**config.mk**
```make
export PLATFORM = sky130hd
export DESIGN_NAME = floating_point_adder
export DESIGN_NICKNAME = d
export VERILOG_FILES = /design/src/rtl/fpu_pkg.sv /design/src/rtl/fpu_lzc.sv /design/src/rtl/floating_point_adder.sv
export SDC_FILE = /design/constraint.sdc
export NUM_CORES = 1
export LEC_CHECK = 0
export CAP_MARGIN = 20
export CORE_MARGIN = 2
export CORE_UTILIZATION = 50
export DETAILED_ROUTE_END_ITERATION = 7
export PLACE_DENSITY_LB_ADDON = 0.15
export SYNTH_ARGS = -nofsm -noshare
export SYNTH_HDL_FRONTEND = slang
export SYNTH_HIERARCHICAL = 1
export SYNTH_SLANG_ARGS = --single-unit
```
**constraint.sdc**
```tcl
create_clock -name clk -period 6.65 [get_ports clk]
set_input_delay 1.6625 -clock clk [delete_from_list [all_inputs] [get_ports clk]]
set_output_delay 1.6625 -clock clk [all_outputs]
set_load 0.1 [all_outputs]
```
**src/rtl/fpu_pkg.sv**
```systemverilog
// fpu_pkg: shared float type, constants and status codes for the FPU datapath
package fpu_pkg;

    typedef struct packed {
        logic        sign;
        logic [7:0]  exp;
        logic [22:0] mant;
    } float_point_num;

    localparam int          EXP_BIAS = 127;
    localparam logic [7:0]  EXP_MAX  = 8'hFF;
    localparam logic [31:0] QNAN     = 32'h7FC00000;

    typedef enum logic [1:0] {
        RS_NONE     = 2'b00,
        RS_VALID    = 2'b01,
        RS_OVERFLOW = 2'b10,
        RS_INVALID  = 2'b11
    } res_state_e;

    typedef enum logic [1:0] {C_ZERO, C_NORM, C_INF, C_NAN} fclass_e;

    function automatic fclass_e classify(input float_point_num x);
        return x.exp == 8'h0 ? C_ZERO : x.exp != EXP_MAX ? C_NORM : x.mant == '0 ? C_INF : C_NAN;
    endfunction

endpackage

```
**src/rtl/fpu_lzc.sv**
```systemverilog
// fpu_lzc: leading-zero count of a 27-bit word (27 when the word is zero)
module fpu_lzc (
    input  logic [26:0] x,
    output logic [4:0]  cnt
);

    always_comb begin
        cnt = 5'd27;
        for (int i = 0; i < 27; i++)
            if (x[i]) cnt = 5'(26 - i);
    end

endmodule

```
**src/rtl/floating_point_adder.sv**
```systemverilog
// floating_point_adder: pipelined single-precision adder, input register plus six logic stages
module floating_point_adder
    import fpu_pkg::*;
#(
    parameter int STAGES = 6,
    parameter int WIDTH  = 2
) (
    input  logic             clk,
    input  logic             rst,
    input  float_point_num   a,
    input  float_point_num   b,
    input  logic             arg_vld,
    output float_point_num   result,
    output logic [WIDTH-1:0] res_state
);

    localparam int D = STAGES - 5;

    if (WIDTH != 2) begin : g_bad_width
        $error("floating_point_adder: WIDTH must be 2");
    end
    if (STAGES < 6) begin : g_bad_stages
        $error("floating_point_adder: STAGES must be at least 6");
    end

    logic [5:0]     vld;
    float_point_num s0_a, s0_b, s1_a, s1_b;
    logic           s1_sp, s2_sp, s3_sp, s4_sp, s5_sp;
    logic [31:0]    s1_spr, s2_spr, s3_spr, s4_spr, s5_spr;
    res_state_e     s1_sps, s2_sps, s3_sps, s4_sps, s5_sps;
    logic           s2_sign, s3_sign, s4_sign, s5_sign;
    logic           s2_sub, s3_sub;
    logic [7:0]     s2_exp, s3_exp, s4_exp, s5_exp, s2_diff;
    logic [23:0]    s2_sigl, s2_sigs;
    logic [26:0]    s3_sigl, s3_sigs, s5_m;
    logic [27:0]    s4_sum;

    always_ff @(posedge clk)
        vld <= rst ? 6'h0 : {vld[4:0], arg_vld};

    // stage 1: flush denormals, classify, resolve every non-normal case up front
    float_point_num fa, fb, l2, m2;
    fclass_e        ca, cb;
    logic           inv1, sp1;
    logic [31:0]    spr1;
    always_comb begin
        fa   = {s0_a.sign, s0_a.exp, s0_a.exp == 8'h0 ? 23'h0 : s0_a.mant};
        fb   = {s0_b.sign, s0_b.exp, s0_b.exp == 8'h0 ? 23'h0 : s0_b.mant};
        ca   = classify(fa);
        cb   = classify(fb);
        inv1 = ca == C_NAN || cb == C_NAN || (ca == C_INF && cb == C_INF && fa.sign != fb.sign);
        sp1  = ca != C_NORM || cb != C_NORM;
        spr1 = inv1 ? QNAN : ca == C_INF ? fa : cb == C_INF ? fb :
               (ca == C_ZERO && cb == C_ZERO) ? {fa.sign & fb.sign, 31'h0} :
               ca == C_ZERO ? fb : fa;
    end

    // stage 2: larger magnitude first
    logic a_big;
    always_comb begin
        a_big = {s1_a.exp, s1_a.mant} >= {s1_b.exp, s1_b.mant};
        l2    = a_big ? s1_a : s1_b;
        m2    = a_big ? s1_b : s1_a;
    end

    // stage 3: align into a 27-bit frame of hidden.mant[22:0], guard, round, sticky
    logic [49:0] wide;
    logic [26:0] al3;
    always_comb begin
        wide = {s2_sigs, 26'h0} >> s2_diff[4:0];
        al3  = s2_diff >= 8'd26 ? 27'd1 : {wide[49:24], |wide[23:0]};
    end

    // stage 5: normalize; zero sums and underflows leave through the special path
    logic [4:0]  lz;
    logic [26:0] n5;
    logic [9:0]  e5;
    logic        zero5, uf5;
    fpu_lzc u_lzc (.x(s4_sum[26:0]), .cnt(lz));
    always_comb begin
        n5    = s4_sum[27] ? {s4_sum[27:2], s4_sum[1] | s4_sum[0]} : s4_sum[26:0] << lz;
        e5    = s4_sum[27] ? {2'b0, s4_exp} + 10'd1 : {2'b0, s4_exp} - {5'b0, lz};
        zero5 = s4_sum == '0;
        uf5   = e5[9] || e5[8:0] == '0;
    end

    // stage 6: round to nearest even, renormalize on carry, saturate to inf
    logic        rnd, ovf;
    logic [24:0] m6;
    logic [8:0]  e6;
    logic [31:0] pk;
    res_state_e  st6;
    always_comb begin
        rnd = s5_m[2] & (s5_m[3] | s5_m[1] | s5_m[0]);
        m6  = {1'b0, s5_m[26:3]} + {24'h0, rnd};
        e6  = {1'b0, s5_exp} + {8'h0, m6[24]};
        ovf = e6 >= 9'd255;
        pk  = s5_sp ? s5_spr : ovf ? {s5_sign, EXP_MAX, 23'h0} :
              {s5_sign, e6[7:0], m6[24] ? m6[23:1] : m6[22:0]};
        st6 = s5_sp ? s5_sps : ovf ? RS_OVERFLOW : RS_VALID;
    end

    always_ff @(posedge clk) begin
        s0_a    <= a;
        s0_b    <= b;
        s1_a    <= fa;
        s1_b    <= fb;
        s1_sp   <= sp1;
        s1_spr  <= spr1;
        s1_sps  <= inv1 ? RS_INVALID : RS_VALID;
        s2_sp   <= s1_sp;
        s2_spr  <= s1_spr;
        s2_sps  <= s1_sps;
        s2_sign <= l2.sign;
        s2_sub  <= l2.sign ^ m2.sign;
        s2_exp  <= l2.exp;
        s2_diff <= l2.exp - m2.exp;
        s2_sigl <= {1'b1, l2.mant};
        s2_sigs <= {1'b1, m2.mant};
        s3_sp   <= s2_sp;
        s3_spr  <= s2_spr;
        s3_sps  <= s2_sps;
        s3_sign <= s2_sign;
        s3_sub  <= s2_sub;
        s3_exp  <= s2_exp;
        s3_sigl <= {s2_sigl, 3'b0};
        s3_sigs <= al3;
        s4_sp   <= s3_sp;
        s4_spr  <= s3_spr;
        s4_sps  <= s3_sps;
        s4_sign <= s3_sign;
        s4_exp  <= s3_exp;
        s4_sum  <= s3_sub ? {1'b0, s3_sigl} - {1'b0, s3_sigs} : {1'b0, s3_sigl} + {1'b0, s3_sigs};
        s5_sp   <= s4_sp | zero5 | uf5;
        s5_spr  <= s4_sp ? s4_spr : {~zero5 & s4_sign, 31'h0};
        s5_sps  <= s4_sp ? s4_sps : RS_VALID;
        s5_sign <= s4_sign;
        s5_exp  <= e5[7:0];
        s5_m    <= n5;
    end

    logic [31:0] dr [D];
    res_state_e  ds [D];
    always_ff @(posedge clk) begin
        if (rst) begin
            for (int i = 0; i < D; i++) begin
                dr[i] <= '0;
                ds[i] <= RS_NONE;
            end
        end else begin
            dr[0] <= vld[5] ? pk : dr[0];
            ds[0] <= vld[5] ? st6 : RS_NONE;
            for (int i = 1; i < D; i++) begin
                dr[i] <= dr[i-1];
                ds[i] <= ds[i-1];
            end
        end
    end

    assign result    = dr[D-1];
    assign res_state = ds[D-1];

endmodule

```
==> Word level (Yosys, flattened, before mapping) <==
Memory sizes are Yosys's and may differ from the RTL's.
Cells that the tools add are included.
{ "op_classes": {"add_sub_neg": 7, "magnitude_cmp": 3, "n_eq_ne": 9, "shift": 2, "mux": 60, "bitwise": 10, "reduce_logical": 18} }
{ "ops": {"columns": ["op", "n"], "rows": [
  ["32-bit 2-to-1 mux", 10],
  ["5-bit 2-to-1 mux", 16],
  ["23-bit 2-to-1 mux", 3],
  ["50-bit by 5-bit >> shifter with 50-bit output", 1],
  ["23-bit zero test", 2],
  ["4-bit 2-to-1 mux", 8],
  ["32-bit OR reduction", 1],
  ["31-bit >= comparator", 1],
  ["31-bit 2-to-1 mux", 1],
  ["27-bit by 27-bit adder with 28-bit output", 1],
  ["28-bit zero test", 1],
  ["28-bit 2-to-1 mux", 1],
  ["27-bit by 27-bit subtractor with 28-bit output", 1],
  ["27-bit by 5-bit << shifter with 27-bit output", 1],
  ["26-bit 2-to-1 mux", 1],
  ["24-bit by 1-bit adder with 25-bit output", 1],
  ["24-bit OR reduction", 1],
  ["2-bit 2-to-1 mux", 11],
  ["8-bit zero test", 2],
  ["8-bit inequality test (second input constant)", 2],
  ["10-bit 2-to-1 mux", 1],
  ["8-bit by 1-bit adder with 9-bit output", 1],
  ["8-bit by 1-bit adder with 9-bit output (second input constant)", 1],
  ["9-bit by 8-bit >= comparator with 1-bit output (second input constant)", 1],
  ["16 further kinds", 39]
]} }
{ "totals": {"reg_bits": 506, "mem_bits_rw": 34, "in_bits": 67, "output_inout_bits": 34, "word_cells": 158, "mem_count": 2} }
{ "mem_list": {"columns": ["name", "depth", "word_bits", "rd", "rd_clocked_by_memory_dff", "wr", "line", "text"], "rows": [
  ["dr", 1, 32, 1, 0, 1, "floating_point_adder.sv:142", "logic [31:0] dr [D];"],
  ["ds", 1, 2, 1, 0, 1, "floating_point_adder.sv:143", "res_state_e ds [D];"]
]} }

==> Depth between registers and ports, before layout <==
{ "logic_depth": {"ltp_word": 32, "depth_mapped": 20, "ltp_nobuf": 18} }

==> Hierarchy <==
The synthesis kept the hierarchy.
{ "by_module_without_submodules": {"columns": ["mod", "instances", "cells_each", "area_per_inst_um2", "seq_area_each_um2"], "rows": [
  ["floating_point_adder", 1, 2083, 20644.8, 10710.3],
  ["fpu_lzc", 1, 51, 277.8, 0.0]
]} }

==> Worst setup path after synthesis <==
No wires, ideal clock.
{ "synth_timing": {"path_type": "flip-flop to flip-flop", "startpoint": "register s4_sum[10]", "endpoint": "register s5_sp", "setup_time_ns": 0.101, "arrival_time_ns": 3.549, "t_required_ns": 6.549, "setup_slack_ns": 3.000, "stages_incl_launch_ff": 15, "path_buffers": 2, "period_less_slack_ns": 3.650, "cell_sequence": "dfxtp_1 > or4_1 > o21ai_1 > nand2_1 > a21oi_2 > clkbuf_1 > clkinv_1 > clkbuf_1 > ha_1 > a21oi_1 > o21bai_1 > a2111oi_0 > nor2_1 > xnor2_1 > o41ai_1"} }
{ "synth_between": {"elab_chain_len": 22, "word_cells_on_any_way": 24, "classes_between": "add/sub: 1; mux: 18; bitwise: 2; reduce/logical: 3"} }
{ "synth_lines": {"columns": ["item", "line", "text"], "rows": [
  ["start: declaration", "floating_point_adder.sv:36", "logic [27:0] s4_sum;"],
  ["start signal: assignment", "floating_point_adder.sv:133", "s4_sum <= s3_sub ? {1'b0, s3_sigl} - {1'b0, s3_sigs} : {1'b0, s3_sigl} + {1'b0, s3_sigs};"],
  ["4-bit 2-to-1 mux", "fpu_lzc.sv:10", "if (x[i]) cnt = 5'(26 - i);"],
  ["5-bit 2-to-1 mux (16 in series)", "fpu_lzc.sv:10", null],
  ["net lz[2]", "floating_point_adder.sv:75", "logic [4:0] lz;"],
  ["8-bit by 5-bit subtractor with 9-bit output", "floating_point_adder.sv:82", "e5 = s4_sum[27] ? {2'b0, s4_exp} + 10'd1 : {2'b0, s4_exp} - {5'b0, lz};"],
  ["10-bit 2-to-1 mux", "floating_point_adder.sv:82", null],
  ["net e5[6]", "floating_point_adder.sv:77", "logic [9:0] e5;"],
  ["9-bit zero test", "floating_point_adder.sv:84", "uf5 = e5[9] || e5[8:0] == '0;"],
  ["1-bit logical OR", "floating_point_adder.sv:84", null],
  ["1-bit bitwise OR", "floating_point_adder.sv:134", "s5_sp <= s4_sp | zero5 | uf5;"],
  ["end signal: assignment", "floating_point_adder.sv:134", null],
  ["end: declaration", "floating_point_adder.sv:28", "logic s1_sp, s2_sp, s3_sp, s4_sp, s5_sp;"]
]} }
The timed path passes the listed nets, and every way through them passes these cells.
A chain may end at the register's enable or synchronous reset.

==> Worst setup path after layout <==
{ "layout_timing": {"startpoint": "register s5_m[3]", "endpoint": "memory dr[0][15]"} }
{ "layout_between": {"elab_chain_len": 10, "word_cells_on_any_way": 11, "classes_between": "add/sub: 2; order compare: 1; mux: 5; bitwise: 3"} }
{ "layout_lines": {"columns": ["item", "line", "text"], "rows": [
  ["start: declaration", "floating_point_adder.sv:35", "logic [26:0] s3_sigl, s3_sigs, s5_m;"],
  ["start signal: assignment", "floating_point_adder.sv:139", "s5_m <= n5;"],
  ["1-bit bitwise OR (2 in series)", "floating_point_adder.sv:94", "rnd = s5_m[2] & (s5_m[3] | s5_m[1] | s5_m[0]);"],
  ["1-bit bitwise AND", "floating_point_adder.sv:94", null],
  ["24-bit by 1-bit adder with 25-bit output (*)", "floating_point_adder.sv:95", "m6 = {1'b0, s5_m[26:3]} + {24'h0, rnd};"],
  ["8-bit by 1-bit adder with 9-bit output", "floating_point_adder.sv:96", "e6 = {1'b0, s5_exp} + {8'h0, m6[24]};"],
  ["9-bit by 8-bit >= comparator with 1-bit output", "floating_point_adder.sv:97", "ovf = e6 >= 9'd255;"],
  ["31-bit 2-to-1 mux (*)", "floating_point_adder.sv:98", "pk = s5_sp ? s5_spr : ovf ? {s5_sign, EXP_MAX, 23'h0} :"],
  ["32-bit 2-to-1 mux (*)", "floating_point_adder.sv:98", null],
  ["32-bit 2-to-1 mux (*)", "floating_point_adder.sv:151", "dr[0] <= vld[5] ? pk : dr[0];"],
  ["32-bit 2-to-1 mux (no line) (*)", null, null],
  ["end: declaration", "floating_point_adder.sv:142", null]
]} }
Every way passes the cells marked *; elsewhere a longest branch is shown, timed or not.

==> metrics.md <==
| Metric | Value |
|---|---|
| Outcome | complete, no violations |
| H-tree level count | 2 |
| Ranking of synthesized cells by area | dfxtp_1 51%, ha_1 5.4%, nand2_1 3.8% |
| Total GRT Usage | 23.6% |
| Fmax | 234 MHz |
| Port Buf Inserts | 100 |
| Hold WC Path Type | flip-flop to flip-flop |
| P per Cell Area | approximately 380 nW/µm² |
| Post-synthesis sequential area ratio | 51.2% |
| Routed WL per cell | 18.5 µm |
| Row cnt | between 70 and 80 |
| Commonest non-fill, non-tap cell in the layout | dfxtp_1 |
| Post-cts sizing count | 0 |
| Number of synthesized flops with an enable pin | 0 |
| Cts bufs inserted | roughly 50 |
| CTS max path bufs | 3 |
| Pleak | 0.00971 µW |
| RR Endpoint | dr[0][15] |
| Mean Syn Cell Area | 9.80 µm² |
| Peak supply drop | 254 µV |
| Die width | 209 µm |
| Root Buffer | clkbuf_16 |
| Core box area | 41100 µm² |
| Number of DRC markers in iteration 0 | 1034 |
| Tot Pwr | between 9000 and 10000 µW |
| Delay-heaviest family, CP | simple AND/OR/NAND/NOR gates |
| Synthesized cell area | 20900 µm² |
| Clock-pin slew on the worst setup and hold paths | 0.06 ns |
| Post-synth top area cell | dfxtp_1 |
| Vias per Instance | about 5.5 |
| Hold-fix buffers, CTS | 0 |
| Number of nets with antenna violations after routing | 0 |
| Starting Density | between 50% and 60% |
| R2R Path Start | s5_m[3] |
| Reg2reg path depth | 18 |
| Die Ht | 209 µm |
| Final period utilization | approximately 64% |
| Routed wire length | 51400 µm |
| Die Area | 43500 µm² |
| Worst slew pin tran | around 1.1 ns |
| Relative slew slack | 27.3% |
| Worst-Skew Late Latency | 0.61 ns |
| #FFs+latches synth | 535 |
| Mapped Cells | between 2000 and 2500 |
| Hold Startpoint | s2_sigl[2] |
| Most used DFF post-synth | dfxtp_1 |
| CP Cell Sequence | o31a_1 -> ha_1 -> ha_1 -> and4_1 -> nand3_1 -> nor3_1 -> nand2_1 -> nor2_1 -> ha_1 -> xnor2_1 -> o22ai_1 -> nand3_1 -> o22ai_1 -> nand4_1 -> nand3_1 -> o211ai_1 -> o21ai_0 -> nor2_1 |
| DP HPWL | around 39000 µm |
| Async SR Flop Fraction | 0% |
| Max-cap violation count | 0 |
| Share of the synthesized area in the top cell type | 51.2% |
| Global-route wire length before repair | 81100 µm |
| Distinct cells, synth | 78 |
| DR vias | 15146 |
| Crit path max-delay cell type | nand3_1 |
| DRC Markers | 0 |
| Filler Cells Inserted | 3574 |
| Setup Viol. Count Final | 0 |
| Final Critical Period | 4.28 ns |
| CTS tree | done |
| Postcts setup bufs | 0 |
| Worst path arrival time | 4.76 ns |
| IO Pins | 101 |
| RePlAce Congestion | 0.948 |
| Syn_nets | 2293 |
| CP Buf/Inv Count | 0 |
| Layout cells sized above 1 | 8.44% |
| Hold Path Stages | 0 |
| CTS sink count | 535 |
| Initial antenna violation count | 0 |
| Gr ovfl total | 0 |
| Crit path kind | flip-flop to flip-flop |
| Vias in the first global route | 14821 |
| Commonest non-fill, non-tap cells in the layout | 533 x dfxtp_1, 212 x nand2_1, 138 x nor2_1 |
| CP max stage delay | about 0.45 ns |
| Layout Utilization | 58.8% |
| Clock skew | about 0.048 ns |
| Critical path fanouts, max | 11 |
| Worst hold slack | 0.303 ns |
| RSZ-0062 raised after global routing | no |
| Total Nets Final | 2355 |
| Pre-Repair DR Iteration Count | 5 |
| Hold EP | s3_sigl[5] |
| Crit path required time | about 7 ns |
| CP endpoint kind | flip-flop |
| Yosys warning count | 6 |
| Setup TNS | 0 ns |
| Fin. Hold Viols | 0 |
| Area Growth Syn to Fin | 15.5% |
| Largest net degree at the start of global routing | between 70 and 80 |
| Startpoint type of the worst setup path | flip-flop |
| FF-to-FF setup slack | approximately 2.4 ns |
| Final Slew Violations | 0 |
==> layout make-up <==
class | instances | area, µm² | area share [%]
Timing Repair Buffer | 113 | 1100 | 4.55
Clock buffer | 65 | 1430 | 5.92
Inverter | 101 | 379 | 1.57
Antenna cell | 2 | 5.00 | 0.0207
Tap cell | 532 | 666 | 2.75
Clock inverter | 31 | 425 | 1.76
Multi-Input combinational cell | 1394 | 9450 | 39.1
Sequential cell | 535 | 10700 | 44.3
==> per-layer routing <==
metal | wire length (µm) | GRT usage [%]
met4 | 1970 | 10.6
met2 | 23600 | 38.5
met3 | 2010 | 2.66
met1 | 23800 | 31.6
met5 | 0 | 0
==> cell families (layout without fill, tap and decap cells) <==
| kind of cell | count (synthesis) | in the layout | synth area share, % |
|---|---|---|---|
| buf+inv | 205 | 310 | 3.75 |
| fa+ha+maj | 92 | 92 | 5.57 |
| compound gates | 464 | 464 | 14.2 |
| simple gates | 659 | 659 | 15.4 |
| flops | 535 | 535 | 51.2 |
| other cells | 0 | 2 | 0 |
| xor+xnor | 61 | 61 | 2.55 |
| mux | 118 | 118 | 7.27 |
==> sequential cells by signal (all words and copies together), names as in the netlist, 27 cells and up <==
signal,cells
dr,32
s1_a,32
s1_b,32
s1_spr,32
s2_spr,32
s3_spr,32
s4_spr,32
s5_spr,32
s4_sum,28
s3_sigs,27
s5_m,27
==> worst register-to-register path, delay by kind of cell (launching register included) <==
| family | cells | cell delay, ns |
|---|---|---|
| XOR/XNOR | 1 | 0.12 |
| AO/OA/AOI/OAI | 5 | 0.86 |
| AND/OR/NAND/NOR | 9 | 1.98 |
| flip-flops | 1 | 0.33 |
| adder cells (fa/ha/maj) | 3 | 0.82 |
==> power breakdown <==
group | switching (µW) | internal (µW)
Sequential | 447 | 3590
Combinational | 1140 | 891
Clock | 1220 | 1850
Total | 2810 | 6330
==> how the worst max path moves through the flow <==
stage                     from   endpoint  slack (ns)  depth (start not counted)
finish                 s5_m[3]  dr[0][15]        2.37                         18
global route           s5_m[3]   dr[0][9]        1.94                         18
CTS                    s5_m[3]  dr[0][15]        2.46                         18
detailed placement     s5_m[3]  dr[0][15]        2.48                         18
global placement       s5_m[3]   dr[0][5]        2.70                         18
floorplan           s4_sum[10]      s5_sp        3.00                         14
==> synthesized netlist by cell type, drive strengths merged, types with 36 or more instances <==
cell type / count
dfxtp: 535
nand2: 212
nor2: 140
a21oi: 129
o21ai: 124
inv: 99
ha: 90
and2: 86
clkbuf: 81
mux2i: 54
mux2: 41
nand3: 36
==> metrics by stage <==
| stage | setup WS (ns) | instance area, µm² | std cells |
|---|---|---|---|
| detailed placement | 2.48 | 22300 | 2675 |
| global route | 1.94 | 24200 | 2771 |
| CTS | 2.46 | 24200 | 2771 |
| global placement | 2.70 | 22300 | 2675 |
| finish | 2.37 | 24200 | 2773 |
| floorplan | 3.00 | 20900 | 2134 |
Note: power is estimated with default switching activity, not from simulation.
